`src/rtl/cpm_reg_bus_master.sv`:
```
// cpm_reg_bus_master: queues register commands and issues them one at a time on a req/gnt bus.
// Optional gnt timeout: define CPM_REG_MASTER_TIMEOUT_EN to abort a request after TIMEOUT_CYCLES.
module cpm_reg_bus_master #(
  parameter int FIFO_DEPTH     = 4,
  parameter int TIMEOUT_CYCLES = 64
) (
  input  logic                             clk,
  input  logic                             rst,
  input  logic                             cmd_valid,
  output logic                             cmd_ready,
  input  logic                             cmd_write,
  input  logic [7:0]                       cmd_addr,
  input  logic [31:0]                      cmd_wdata,
  output logic                             rsp_valid,
  input  logic                             rsp_ready,
  output logic                             rsp_write,
  output logic [31:0]                      rsp_rdata,
  output logic                             rsp_err,
  output logic                             req,
  input  logic                             gnt,
  output logic                             write_en,
  output logic [7:0]                       addr,
  output logic [31:0]                      wdata,
  input  logic [31:0]                      rdata,
  output logic                             busy,
  output logic [$clog2(FIFO_DEPTH+1)-1:0]  fifo_count
);

  localparam int CW = $clog2(FIFO_DEPTH + 1);
  localparam int PW = $clog2(FIFO_DEPTH);
  localparam logic [CW-1:0] CNT_ZERO  = CW'(0);
  localparam logic [CW-1:0] CNT_ONE   = CW'(1);
  localparam logic [CW-1:0] CNT_DEPTH = CW'(FIFO_DEPTH);
  localparam logic [PW-1:0] PTR_ONE   = PW'(1);

  typedef enum logic [1:0] {
    ST_IDLE = 2'd0,
    ST_REQ  = 2'd1,
    ST_RESP = 2'd2
  } state_t;

  state_t         state_r, state_nxt_s;

  logic           fifo_write_r [FIFO_DEPTH];
  logic [7:0]     fifo_addr_r  [FIFO_DEPTH];
  logic [31:0]    fifo_wdata_r [FIFO_DEPTH];
  logic [PW-1:0]  wr_ptr_r, rd_ptr_r;
  logic [CW-1:0]  count_r, count_nxt_s;

  logic           push_s, pop_s;
  logic           head_write_s;
  logic [7:0]     head_addr_s;
  logic [31:0]    head_wdata_s;

  logic           req_r, req_s;
  logic           write_en_r, write_en_s;
  logic [7:0]     addr_r, addr_s;
  logic [31:0]    wdata_r, wdata_s;
  logic           rsp_valid_r, rsp_valid_s;
  logic           rsp_write_r, rsp_write_s;
  logic [31:0]    rsp_rdata_r, rsp_rdata_s;
  logic           busy_r, busy_nxt_s;
  logic           cmd_ready_r, cmd_ready_nxt_s;

  // The head is only popped from IDLE, so at most one command is ever in flight.
  assign push_s       = cmd_valid && cmd_ready_r;
  assign pop_s        = (state_r == ST_IDLE) && (count_r != CNT_ZERO);
  assign head_write_s = fifo_write_r[rd_ptr_r];
  assign head_addr_s  = fifo_addr_r[rd_ptr_r];
  assign head_wdata_s = fifo_wdata_r[rd_ptr_r];

  // Occupancy after this edge's push/pop.
  always_comb begin
    count_nxt_s = count_r;
    if (push_s && !pop_s) begin
      count_nxt_s = count_r + CNT_ONE;
    end else if (pop_s && !push_s) begin
      count_nxt_s = count_r - CNT_ONE;
    end else begin
      count_nxt_s = count_r;
    end
  end

  // Command storage; contents are don't-care until pointed at, so no reset.
  always_ff @(posedge clk) begin
    if (push_s) begin
      fifo_write_r[wr_ptr_r] <= cmd_write;
      fifo_addr_r[wr_ptr_r]  <= cmd_addr;
      fifo_wdata_r[wr_ptr_r] <= cmd_wdata;
    end
  end

  // FIFO pointers and count; depth is a power of two so pointers wrap naturally.
  always_ff @(posedge clk or posedge rst) begin
    if (rst) begin
      wr_ptr_r <= PW'(0);
      rd_ptr_r <= PW'(0);
      count_r  <= CNT_ZERO;
    end else begin
      if (push_s) wr_ptr_r <= wr_ptr_r + PTR_ONE;
      if (pop_s)  rd_ptr_r <= rd_ptr_r + PTR_ONE;
      count_r <= count_nxt_s;
    end
  end

`ifdef CPM_REG_MASTER_TIMEOUT_EN
  logic [9:0] wait_cnt_r;
  logic       timeout_s;
  logic       rsp_err_r, rsp_err_s;

  assign timeout_s = (wait_cnt_r == 10'(TIMEOUT_CYCLES - 1));

  // Counts REQ cycles spent without gnt; cleared as each request is launched.
  always_ff @(posedge clk or posedge rst) begin
    if (rst) begin
      wait_cnt_r <= 10'd0;
    end else if (pop_s) begin
      wait_cnt_r <= 10'd0;
    end else if ((state_r == ST_REQ) && !gnt) begin
      wait_cnt_r <= wait_cnt_r + 10'd1;
    end
  end
`endif

  // FSM state register.
  always_ff @(posedge clk or posedge rst) begin
    if (rst) begin
      state_r <= ST_IDLE;
    end else begin
      state_r <= state_nxt_s;
    end
  end

  // FSM next-state logic; gnt wins over a timeout reached in the same cycle.
  always_comb begin
    state_nxt_s = state_r;
    case (state_r)
      ST_IDLE: begin
        if (count_r != CNT_ZERO) state_nxt_s = ST_REQ;
        else                     state_nxt_s = ST_IDLE;
      end
      ST_REQ: begin
        if (gnt)            state_nxt_s = ST_RESP;
`ifdef CPM_REG_MASTER_TIMEOUT_EN
        else if (timeout_s) state_nxt_s = ST_RESP;
`endif
        else                state_nxt_s = ST_REQ;
      end
      ST_RESP: begin
        if (rsp_ready) state_nxt_s = ST_IDLE;
        else           state_nxt_s = ST_RESP;
      end
      default: state_nxt_s = ST_IDLE;
    endcase
  end

  // FSM output logic: next values of the registered bus and response outputs.
  always_comb begin
    req_s       = req_r;
    write_en_s  = write_en_r;
    addr_s      = addr_r;
    wdata_s     = wdata_r;
    rsp_valid_s = rsp_valid_r;
    rsp_write_s = rsp_write_r;
    rsp_rdata_s = rsp_rdata_r;
`ifdef CPM_REG_MASTER_TIMEOUT_EN
    rsp_err_s   = rsp_err_r;
`endif
    case (state_r)
      ST_IDLE: begin
        if (pop_s) begin
          req_s      = 1'b1;
          write_en_s = head_write_s;
          addr_s     = head_addr_s;
          wdata_s    = head_wdata_s;
        end else begin
          req_s      = 1'b0;
          write_en_s = 1'b0;
          addr_s     = 8'h00;
          wdata_s    = 32'h0000_0000;
        end
      end
      ST_REQ: begin
        if (gnt) begin
          req_s       = 1'b0;
          write_en_s  = 1'b0;
          addr_s      = 8'h00;
          wdata_s     = 32'h0000_0000;
          rsp_valid_s = 1'b1;
          rsp_write_s = write_en_r;
          rsp_rdata_s = write_en_r ? 32'h0000_0000 : rdata;
`ifdef CPM_REG_MASTER_TIMEOUT_EN
          rsp_err_s   = 1'b0;
        end else if (timeout_s) begin
          req_s       = 1'b0;
          write_en_s  = 1'b0;
          addr_s      = 8'h00;
          wdata_s     = 32'h0000_0000;
          rsp_valid_s = 1'b1;
          rsp_write_s = write_en_r;
          rsp_rdata_s = 32'h0000_0000;
          rsp_err_s   = 1'b1;
`endif
        end else begin
          req_s = 1'b1;
        end
      end
      ST_RESP: begin
        if (rsp_ready) begin
          rsp_valid_s = 1'b0;
          rsp_write_s = 1'b0;
          rsp_rdata_s = 32'h0000_0000;
`ifdef CPM_REG_MASTER_TIMEOUT_EN
          rsp_err_s   = 1'b0;
`endif
        end else begin
          rsp_valid_s = 1'b1;
        end
      end
      default: begin
        req_s       = 1'b0;
        write_en_s  = 1'b0;
        addr_s      = 8'h00;
        wdata_s     = 32'h0000_0000;
        rsp_valid_s = 1'b0;
        rsp_write_s = 1'b0;
        rsp_rdata_s = 32'h0000_0000;
`ifdef CPM_REG_MASTER_TIMEOUT_EN
        rsp_err_s   = 1'b0;
`endif
      end
    endcase
  end

  assign busy_nxt_s      = (state_nxt_s != ST_IDLE) || (count_nxt_s != CNT_ZERO);
  assign cmd_ready_nxt_s = (count_nxt_s < CNT_DEPTH);

  // Output registers; cmd_ready is the only output that resets high.
  always_ff @(posedge clk or posedge rst) begin
    if (rst) begin
      req_r       <= 1'b0;
      write_en_r  <= 1'b0;
      addr_r      <= 8'h00;
      wdata_r     <= 32'h0000_0000;
      rsp_valid_r <= 1'b0;
      rsp_write_r <= 1'b0;
      rsp_rdata_r <= 32'h0000_0000;
      busy_r      <= 1'b0;
      cmd_ready_r <= 1'b1;
    end else begin
      req_r       <= req_s;
      write_en_r  <= write_en_s;
      addr_r      <= addr_s;
      wdata_r     <= wdata_s;
      rsp_valid_r <= rsp_valid_s;
      rsp_write_r <= rsp_write_s;
      rsp_rdata_r <= rsp_rdata_s;
      busy_r      <= busy_nxt_s;
      cmd_ready_r <= cmd_ready_nxt_s;
    end
  end

`ifdef CPM_REG_MASTER_TIMEOUT_EN
  // Abort flag register.
  always_ff @(posedge clk or posedge rst) begin
    if (rst) begin
      rsp_err_r <= 1'b0;
    end else begin
      rsp_err_r <= rsp_err_s;
    end
  end
  assign rsp_err = rsp_err_r;
`else
  assign rsp_err = 1'b0;
`endif

  assign req        = req_r;
  assign write_en   = write_en_r;
  assign addr       = addr_r;
  assign wdata      = wdata_r;
  assign rsp_valid  = rsp_valid_r;
  assign rsp_write  = rsp_write_r;
  assign rsp_rdata  = rsp_rdata_r;
  assign busy       = busy_r;
  assign cmd_ready  = cmd_ready_r;
  assign fifo_count = count_r;

endmodule

```
`config.mk`:
```
export PLATFORM = sky130hd
export DESIGN_NAME = cpm_reg_bus_master
export DESIGN_NICKNAME = d
export VERILOG_FILES = /design/src/rtl/cpm_reg_bus_master.sv
export SDC_FILE = /design/constraint.sdc
export NUM_CORES = 1
export LEC_CHECK = 0
export ABC_AREA = 0
export BUFFER_PORTS_ARGS = -buffer_cell sky130_fd_sc_hd__buf_4
export CAP_MARGIN = 40
export CELL_PAD_IN_SITES_DETAIL_PLACEMENT = 0
export CELL_PAD_IN_SITES_GLOBAL_PLACEMENT = 2
export CORE_ASPECT_RATIO = 1.75
export CORE_MARGIN = 2
export CORE_UTILIZATION = 37
export DETAILED_ROUTE_END_ITERATION = 16
export GPL_TIMING_DRIVEN = 1
export PLACE_DENSITY = 0.78
export SETUP_SLACK_MARGIN = 0.1
export SLEW_MARGIN = 20
export SYNTH_ARGS = -nofsm -noshare
export SYNTH_HDL_FRONTEND = slang
export SYNTH_SLANG_ARGS = --single-unit
```
`constraint.sdc`:
```
create_clock -name clk -period 2.75 [get_ports clk]
set_input_delay 0.6875 -clock clk [delete_from_list [all_inputs] [get_ports clk]]
set_output_delay 0.6875 -clock clk [all_outputs]
set_load 0.005 [all_outputs]
```
Yosys cells after proc, flatten, opt, wreduce, memory -nomap -nowiden --
Memories as Yosys holds them, arrays and structs flattened. Cells that the tools add are included.
Storage, ports and cells: flip-flop bits (word level) 87, RAM bits 164, input bits 78, output and inout port bits 82, logic and storage cells 71, memories kept 3
Memory list:
- fifo_wdata_r | depth 4, bits a word 32, rd ports 1, clocked after Yosys merged registers in 0, write ports 1, line 46 | logic [31:0] fifo_wdata_r [FIFO_DEPTH];
- fifo_addr_r | depth 4, bits a word 8, rd ports 1, clocked after Yosys merged registers in 0, write ports 1, line 45 | logic [7:0] fifo_addr_r [FIFO_DEPTH];
- fifo_write_r | depth 4, bits a word 1, rd ports 1, clocked after Yosys merged registers in 0, write ports 1, line 44 | logic fifo_write_r [FIFO_DEPTH];
Operators by class: add/sub/neg operators 4, magnitude comparators 1, equal/unequal tests 4, muxes and demuxes 30, bitwise logic cells 2, reduce and logical (&&, ||, !) cells 14
Operators with widths (count):
- case mux 32 bit (3 select lines) | 2
- two-way mux 32 bit | 5
- case mux 8 bit (3 select lines) | 1
- two-way mux 8 bit | 2
- case mux 1 bit (3 select lines) | 4
- two-way mux 1 bit | 11
- two-way mux 3 bit | 2
- case mux 2 bit (3 select lines) | 1
- nonzero test 3 bit | 2
- adder 2 x 1 -> 2 bit, second input constant | 2
- logical AND 1 bit | 4
- two-way mux 2 bit | 2
- inequality test 2 bit, second input constant | 2
- AND reduction 2 bit | 2
- adder 3 x 1 -> 3 bit, second input constant | 1
- less-than comparator 3 bit, second input constant | 1
- AND reduction 3 bit | 1
- subtractor 3 x 1 -> 3 bit, second input constant | 1
- == test 2 x 1 -> 1 bit, second input constant | 1
- == test 2 bit, second input constant | 1
- zero test 1 bit | 2
- zero test 2 bit | 1
- inverter 1 bit | 2
- nonzero test 2 bit | 1
- logical OR 1 bit | 1

Logic depth before layout (Yosys ltp) --
Gate-level depths: netlist (run 1).
word-level depth 7, depth in mapped cells 8, depth with buffers taken out 7

Least setup slack after synthesis (run 1) --
No wires, ideal clock.
path type input port to flip-flop, start input port cmd_valid, end memory fifo_addr_r[1][0], enable pin, setup time 403 ps, data arrival time 1728 ps, required time 2347 ps, setup slack 619 ps, stages on the path 1, buffers on the path 0, cells stage by stage and3_1
On the way: longest elaborated chain between the ends 3
Ends and longest elaborated chain:
- start, declared | line 9 | input logic cmd_valid,
- logical AND 1 bit | line 66 | assign push_s = cmd_valid && cmd_ready_r;
- two-way mux 1 bit | line 86 | if (push_s) begin
- two-way mux 1 bit (implied by the code) | line 88 | fifo_addr_r[wr_ptr_r] <= cmd_addr;
- end, declared | line 45
No other way between the ends.

Worst setup path in the final report (run 1) --
start register state_r[1], end register wdata_r[16] (netlist: wdata[16])
On the way: longest elaborated chain between the ends 4, elaborated cells on any way between the ends 9, those cells by class eq/ne: 3; mux: 2; bitwise: 1; reduce/logical: 3
Ends and longest elaborated chain:
- start, declared | line 42 | state_t state_r, state_nxt_s;
- start signal, assigned | line 130 | state_r <= state_nxt_s;
- zero test 2 bit | line 67, 169
- logical AND 1 bit | line 67 | assign pop_s = (state_r == ST_IDLE) && (count_r != CNT_ZERO);
- two-way mux 32 bit | line 171 | if (pop_s) begin
- case mux 32 bit (3 select lines) | line 169 | case (state_r)
- end signal, assigned | line 254 | wdata_r <= wdata_s;
- end, declared | line 58 | logic [31:0] wdata_r, wdata_s;
Several ways; a longest one is shown, not always the timed one. A chain may end at the register's enable or synchronous reset.

==> results of run 1 <==
-- cell type report --
| class | count | area (µm²) |
|---|---|---|
| Sequential cell | 251 | 7110 |
| Inverter | 10 | 41.3 |
| Clock buffer | 29 | 651 |
| Multi-Input combinational cell | 235 | 2130 |
| Timing Repair Buffer | 171 | 1370 |
| Clock inverter | 15 | 126 |
| Fill cell | 2190 | 13400 |
| Tap cell | 316 | 395 |
-- stage by stage --
step	hold WS, ps	utilization	power [mW]	setup slack (ps)
6_report	181	0.468	12.9	480
5_1_grt	191	0.468	13.6	317
4_1_cts	175	0.468	13.1	450
3_5_place_dp	459	0.437	9.81	475
3_3_place_gp	452	0.437	9.61	531
2_1_floorplan	460	-	8.24	619
-- cell usage in the layout, fill, tap and decap left out, drive strengths merged, types with 5 or more instances in the layout --
cell type | synthesis | final
nand2 | 69 | 69
xnor2 | 6 | 6
clkbuf | 7 | 29
ha | 11 | 11
edfxtp | 164 | 164
dfrtp | 86 | 86
clkinv | 0 | 9
buf | 25 | 171
inv | 10 | 9
a22o | 41 | 41
clkinvlp | 0 | 5
nor2 | 7 | 7
mux4 | 41 | 41
nand3 | 34 | 34
-- state kept, by name, indices dropped and copies added (netlist names) --
signal and cells:
fifo_wdata_r 128, fifo_addr_r 32, rsp_rdata 32, wdata 32, addr 8, fifo_write_r 4
fifo_count 3, rd_ptr_r 2, state_r 2, wr_ptr_r 2, busy 1, cmd_ready 1
req 1, rsp_valid 1, rsp_write 1, write_en 1
-- power groups by stage --
stage / Combinational [mW] / Sequential, mW / Clock [mW]
2_1_floorplan: 2.85 / 5.38 / 0
3_3_place_gp: 3.95 / 5.65 / 0
3_5_place_dp: 4.11 / 5.70 / 0
4_1_cts: 4.11 / 5.63 / 3.34
5_1_grt: 4.42 / 5.72 / 3.50
6_report: 4.03 / 5.60 / 3.25
-- layer usage --
metal | vias up | track usage | wire length (µm)
met1 | 2683 | 0.180 | 7840
met2 | 161 | 0.275 | 11000
met5 | - | 0 | 0
met4 | 0 | 0.0419 | 397
met3 | 29 | 0.0260 | 1070
li1 | 2335 | - | -
-- worst max path at each step --
stage | cells past startpoint | slack (ps) | to | from
final | 6 | 480 | wdata[16]$_DFFE_PP0P_ | state_r[1]$_DFF_PP0_
after global routing | 6 | 320 | wdata[16]$_DFFE_PP0P_ | state_r[1]$_DFF_PP0_
after CTS | 6 | 450 | wdata[16]$_DFFE_PP0P_ | state_r[1]$_DFF_PP0_
after detailed placement | 5 | 470 | wdata[16]$_DFFE_PP0P_ | gnt
after global placement | 5 | 530 | wdata[5]$_DFFE_PP0P_ | gnt
after floorplan | 1 | 620 | fifo_addr_r[1][0]$_DFFE_PP_ | cmd_valid
-- cells by family after synthesis --
family | Yosys count
flops | 251
simple gates | 126
compound gates | 49
mux | 42
buf+inv | 42
fa+ha+maj | 11
xor+xnor | 6
other cells | 1
==> run summary, run 1 <==
status - complete, no violations
Die Height - 216 µm
Worst-Margin Slew - 812 ps
full die area - 27000 µm²
crit path buf inv count - 1
RSZ-0062 raised after global routing - no
CTS resizes - 0
Reg2Reg Capture Point - wdata[16]$_DFFE_PP0P_
mux cell area share after synthesis - 0.0985
Setup Buffers After CTS - 0
clk slew on worst S/H paths - 70 ps
insertion delay of the later-clocked pin in the worst-skew pair - 520 ps
clk sinks - 251
minimum clock period - 2270 ps
clk_skew - 9.16 ps
GRT Overall Usage - 0.150
Layout area overhead - 24.5%
row cnt - 77
share of synthesized flip-flops with an asynchronous set or reset - 0.347
Final Net Count - 782
CP peak stage delay - 620 ps
CP max FO - 41
Non-Filler Instances - 1027
first-pass GRT wire length - 32000 µm
cell area after layout - 11800 µm²
DRT iter0 DRCs - 204
Power Dens Cells - 1090 nW/µm²
reg-to-reg slack, setup - 480 ps
leakage - 4.81 nW
synth top area cells - edfxtp_1 52%, dfrtp_1 23%, mux4_2 9.7%
Yosys warning count - 0
worst vdd ir - 0.548 mV
IO Pins - 160
Post-Synth Adder-Cell Area - 0.0145
cts hold-fix bufs - 0
Synth Cell Area - 9490 µm²
Initial DRT Pass Iterations - 6
R2R Path Start - state_r[1]$_DFF_PP0_
Synth cell types - 33
fmax - 0.440 GHz
post-synthesis instance total - 528
sequential-to-total area share from yosys stat - 0.748
post-synthesis area per instance - 18.0 µm²
post-synthesis xor/xnor area fraction - 0.00554
Logic pwr share - 0.313
Max Cap Viol - 0
Post-Syn Nets - 617
initial antenna violation count - 0
vias per cell - 5.07
Post-synth EDFFs - 164
delay-heaviest family, CP - simple AND/OR/NAND/NOR gates
largest net degree at the start of global routing - 51
Clk pwr share - 0.252
WL per Instance - 19.8 µm
main combinational cell family by area after synthesis - multiplexers
DP Cell Count - 983
Switching Fraction - 0.311
Main synth FF type - edfxtp_1
Synth top cells by count - 164 x edfxtp_1, 86 x dfrtp_1, 69 x nand2_1
Worst R2R Path Depth - 6
top cell type's share of synthesized area - 0.519
PortBufs - 158
CORE AREA - 25200 µm²
DRC viols - 0
Internal Power - 8.86 mW
crit start category - register
Area after DPL - 11000 µm²
most common cell in the netlist - edfxtp_1
critical path's slowest cell - nor2_8
kind of critical path - reg2reg
Flop pwr share - 0.435
CTS tree - built
CP endpoint kind - register
final setup violating endpoints - 0
initial core utilization - 0.376
vias after detailed routing - 5208
Max-slew headroom - 0.459
pins over their slew limit - 0
CP Cell Sequence - inv_1 -> ha_1 -> nor2b_4 -> or2_2 -> nor2_8 -> a22o_1
H-Tree Depth - 1
DRT antenna net count - 0
Clock Tree Buf Depth - 3
gp weighted congestion - 0.754
total wire length - 20400 µm
simple-gate share of the synthesized area - 0.0612
fin crit share - 0.826
Critical Path AT - 2710 ps
GRT Residual Overflow - 0
endpoints failing hold - 0
HPWL after DPL - 12900 µm
vias in the first global route - 5650
Yosys top cell by area - edfxtp_1
sw power - 4.01 mW
Compound-Gate Fraction of Synth Area - 0.0431
die width - 125 µm
share of cells above drive strength 1 - 0.370
Synth Register Bits - 251
total CTS buffers - 24
setup TNS - 0 ps
type of the worst min-delay path - in2async
diode count - 0
CTS root buf - clkbuf_16
worst endpoint required time - 3190 ps
No activity file was read; power rests on OpenSTA's default activity.
==> run 2, diff against run 1 <==
Clock period 2.75 ns to 1.86 ns, I/O delays scaled along.
==> run summary, run 2 (same netlist as run 1, synthesis figures left out) <==
status - complete, no violations
final worst slack - 164 ps
most frequent cells in the layout - 164 x edfxtp_1, 160 x buf_4, 84 x dfrtp_1
total CTS buffers - 24
insertion delay of the later-clocked pin in the worst-skew pair - 520 ps
die width - 125 µm
Largest register FFs - 128
PortBufs - 158
Critical Path AT - 1230 ps
endpoints failing hold - 0
CORE AREA - 25200 µm²
setup TNS - 0 ps
fill count - 2172
clk slew on worst S/H paths - 60 ps
RSZ-0062 raised after global routing - no
largest net degree at the start of global routing - 88
clk sinks - 251
Layout area overhead - 27.0%
minimum clock period - 1700 ps
CP Cell Sequence - buf_4
Worst R2R Path Depth - 7
kind of critical path - reg2out
H-Tree Depth - 1
Max Cap Viol - 0
fin crit share - 0.912
initial antenna violation count - 1
CP max FO - 6
pre-CTS setup slack - 118 ps
vias per cell - 5.02
critical path's slowest cell - dfstp_2
DRT iter0 DRCs - 236
Final Net Count - 787
fmax - 0.590 GHz
row cnt - 77
Min Hold Slack - 71.3 ps
Initial DRT Pass Iterations - 4
vias after detailed routing - 5183
largest reg by FF count - fifo_wdata_r
crit start category - register
type of the worst min-delay path - in2async
vias in the first global route - 5666
most common cell after layout, fill and taps aside - edfxtp_1
total wire length - 20100 µm
pins over their slew limit - 0
GRT Residual Overflow - 0
gp weighted congestion - 0.794
IO Pins - 160
Clock Tree Buf Depth - 3
GRT Overall Usage - 0.148
Power Total - 19.8 mW
WL per Instance - 19.4 µm
R2R Path Start - state_r[1]$_DFF_PP0_
DRC viols - 0
crit path buf inv count - 1
CTS root buf - clkbuf_16
leakage - 4.92 nW
worst vdd ir - 0.835 mV
HPWL after DPL - 12600 µm
CTS tree - built
worst endpoint required time - 1390 ps
DRT antenna net count - 0
share of cells above drive strength 1 - 0.388
clk_skew - 17.0 ps
reg-to-reg slack, setup - 200 ps
full die area - 27000 µm²
CP peak stage delay - 580 ps
delay-heaviest family, CP - flip-flops
final setup violating endpoints - 0
initial core utilization - 0.376
CP endpoint kind - primary output
Reg2Reg Capture Point - addr[0]$_DFFE_PP0P_
Power Dens Cells - 1640 nW/µm²
Die Height - 216 µm
first-pass GRT wire length - 31500 µm
## run 2: cell count changes in the layout (fill, tap and decap cells not counted), moves of 3 or more
cell        before  now
clkinvlp_4       4    1
clkbuf_1         3    6
buf_12           6   16
clkinv_1         5    0
clkbuf_8         1    5
buf_4          164  160
## run 2: layout make-up
class,count,area (µm²),share of cell area
tap,316,395,0.0328
antenna,1,2.50,0.000208
multi-input combinational,235,2170,0.180
timing repair buffer,176,1520,0.126
clock inverter,8,93.8,0.00778
sequential,251,7110,0.590
inverter,10,41.3,0.00343
clock buffer,36,717,0.0595
## run 2: worst max path at each step
stage | slack (ps) | to | from | depth (start not counted)
after CTS | 120 | busy$_DFF_PP0_ | state_r[0]$_DFF_PP0_ | 6
after floorplan | 240 | fifo_addr_r[0][0]$_DFFE_PP_ | wr_ptr_r[0]$_DFFE_PP0P_ | 3
after global routing | 100 | rsp_valid$_DFFE_PP0P_ | state_r[1]$_DFF_PP0_ | 7
after global placement | 170 | addr[1]$_DFFE_PP0P_ | state_r[1]$_DFF_PP0_ | 7
final | 160 | cmd_ready | cmd_ready$_DFF_PP1_ | 1
after detailed placement | 120 | wdata[18]$_DFFE_PP0P_ | state_r[1]$_DFF_PP0_ | 7
## run 2: through the flow
stage	util	cells	instance area, µm²
finish	0.478	1033	12100
global route	0.478	1033	12100
CTS	0.476	1032	12000
detailed placement	0.444	988	11200
global placement	0.444	988	11200
floorplan	-	528	9500
## run 2: routing by layer
layer  vias to the layer above  routed length [µm]  track usage
met5                         -                   0            0
met4                         0                 539       0.0493
met3                        40                1080       0.0278
met2                       158               10800        0.275
met1                      2643                7680        0.171
li1                       2342                   -            -
## run 2: timing repair
item	4_1_cts	5_1_grt
resized for setup	1	9
hold buffers	0	0
endpoints found under the setup margin	3	42
buffers inserted	0	0
## run 2: power breakdown
group | switching [mW] | leakage, nW | total (mW) | internal, mW
clock | 2.00 | 0.403 | 4.94 | 2.94
sequential | 0.680 | 2.63 | 8.02 | 7.34
combinational | 3.35 | 1.90 | 6.85 | 3.50
==> run 3, diff against run 2 <==
Settings changed: MAX_ROUTING_LAYER set to met4.
==> run summary, run 3 (same netlist as run 1, synthesis figures left out) <==
DRT antenna net count - 0
HPWL after DPL - 12600 µm
first-pass GRT wire length - 31500 µm
sw power - 6.02 mW
Critical Path AT - 1230 ps
largest reg by FF count - fifo_wdata_r
Clk pwr share - 0.250
total wire length - 20100 µm
Max Cap Viol - 0
fill count - 2172
Final Net Count - 787
vias in the first global route - 5666
status - complete, no violations
insertion delay of the later-clocked pin in the worst-skew pair - 520 ps
CTS root buf - clkbuf_16
pins over their slew limit - 0
full die area - 27000 µm²
clk sinks - 251
GRT Overall Usage - 0.153
Initial DRT Pass Iterations - 4
worst vdd ir - 0.835 mV
fmax - 0.590 GHz
setup TNS - 0 ps
CP Cell Sequence - buf_4
kind of critical path - reg2out
final worst slack - 165 ps
Die Height - 216 µm
GRT Residual Overflow - 0
IO Pins - 160
clk_skew - 16.6 ps
Logic pwr share - 0.345
CP endpoint kind - primary output
fin crit share - 0.911
Largest register FFs - 128
Layout area overhead - 27.0%
gp weighted congestion - 0.808
most frequent cells in the layout - 164 x edfxtp_1, 160 x buf_4, 84 x dfrtp_1
Flop pwr share - 0.405
die width - 125 µm
endpoints failing hold - 0
Min Hold Slack - 71.9 ps
H-Tree Depth - 1
type of the worst min-delay path - in2async
delay-heaviest family, CP - flip-flops
vias after detailed routing - 5189
RSZ-0062 raised after global routing - no
critical path's slowest cell - dfstp_2
CP max FO - 6
most common cell after layout, fill and taps aside - edfxtp_1
worst endpoint required time - 1390 ps
crit path buf inv count - 1
CP peak stage delay - 580 ps
Clock Tree Buf Depth - 3
cts hold-fix bufs - 0
pre-CTS setup slack - 118 ps
CORE AREA - 25200 µm²
share of cells above drive strength 1 - 0.388
DRT iter0 DRCs - 266
WL per Instance - 19.4 µm
DRC viols - 0
crit start category - register
clk slew on worst S/H paths - 60 ps
CTS tree - built
row cnt - 77
leakage - 4.92 nW
initial core utilization - 0.376
Switching Fraction - 0.304
Setup Buffers After CTS - 0
Internal Power - 13.8 mW
Power Dens Cells - 1640 nW/µm²
final setup violating endpoints - 0
vias per cell - 5.02
PortBufs - 158
reg-to-reg slack, setup - 210 ps
DP Cell Count - 988
minimum clock period - 1700 ps
total CTS buffers - 24
initial antenna violation count - 1
largest net degree at the start of global routing - 88
Non-Filler Instances - 1033
run 3: cell counts in the layout (fill, tap and decap cells not counted):
Identical to the previous run, type by type.
run 3: area by class of cell:
type	count	area, µm²	area share
repair buffers	176	1520	0.126
clock buffers	36	717	0.0595
well taps	316	395	0.0328
multi-input cells	235	2170	0.180
clock inverters	8	93.8	0.00778
flip-flops and latches	251	7110	0.590
inverters	10	41.3	0.00343
diodes	1	2.50	0.000208
run 3: final timing paths:
check / endpoint / cells after the start / from
worst max-delay path: cmd_ready / 1 / cmd_ready$_DFF_PP1_
worst min-delay path: rsp_rdata[11]$_DFFE_PP0P_ / 3 / rst
worst max register to register: rsp_valid$_DFFE_PP0P_ / 7 / state_r[0]$_DFF_PP0_
worst min register to register: rsp_rdata[31]$_DFFE_PP0P_ / 2 / rsp_rdata[31]$_DFFE_PP0P_
max in group asynchronous: rd_ptr_r[0]$_DFFE_PP0N_ / 3 / rst
min in group clk: fifo_addr_r[2][5]$_DFFE_PP_ / 1 / cmd_addr[5]
run 3: through the flow:
stage / utilization / power [mW] / instance area (µm²)
floorplan: - / 12.2 / 9500
global placement: 0.444 / 14.8 / 11200
detailed placement: 0.444 / 15.0 / 11200
CTS: 0.476 / 20.1 / 12000
global route: 0.478 / 20.9 / 12100
finish: 0.478 / 19.8 / 12100
run 3: what timing repair did:
| action | 4_1_cts | 5_1_grt |
|---|---|---|
| resized for setup | 1 | 9 |
| pin swaps | 0 | 0 |
| endpoints found under the setup margin | 3 | 42 |
run 3: power groups by stage:
stage	Combinational [mW]	Sequential [mW]	Clock, mW
after floorplan	4.22	7.95	0
after global placement	6.70	8.08	0
after detailed placement	6.90	8.15	0
after CTS	6.92	8.05	5.08
after global routing	7.46	8.16	5.29
final	6.84	8.02	4.94
run 3: routing by layer:
| metal | global-route usage | wire length, µm |
|---|---|---|
| met2 | 0.275 | 10800 |
| met4 | 0.0493 | 537 |
| met5 | - | 0 |
| met1 | 0.172 | 7640 |
| met3 | 0.0263 | 1080 |
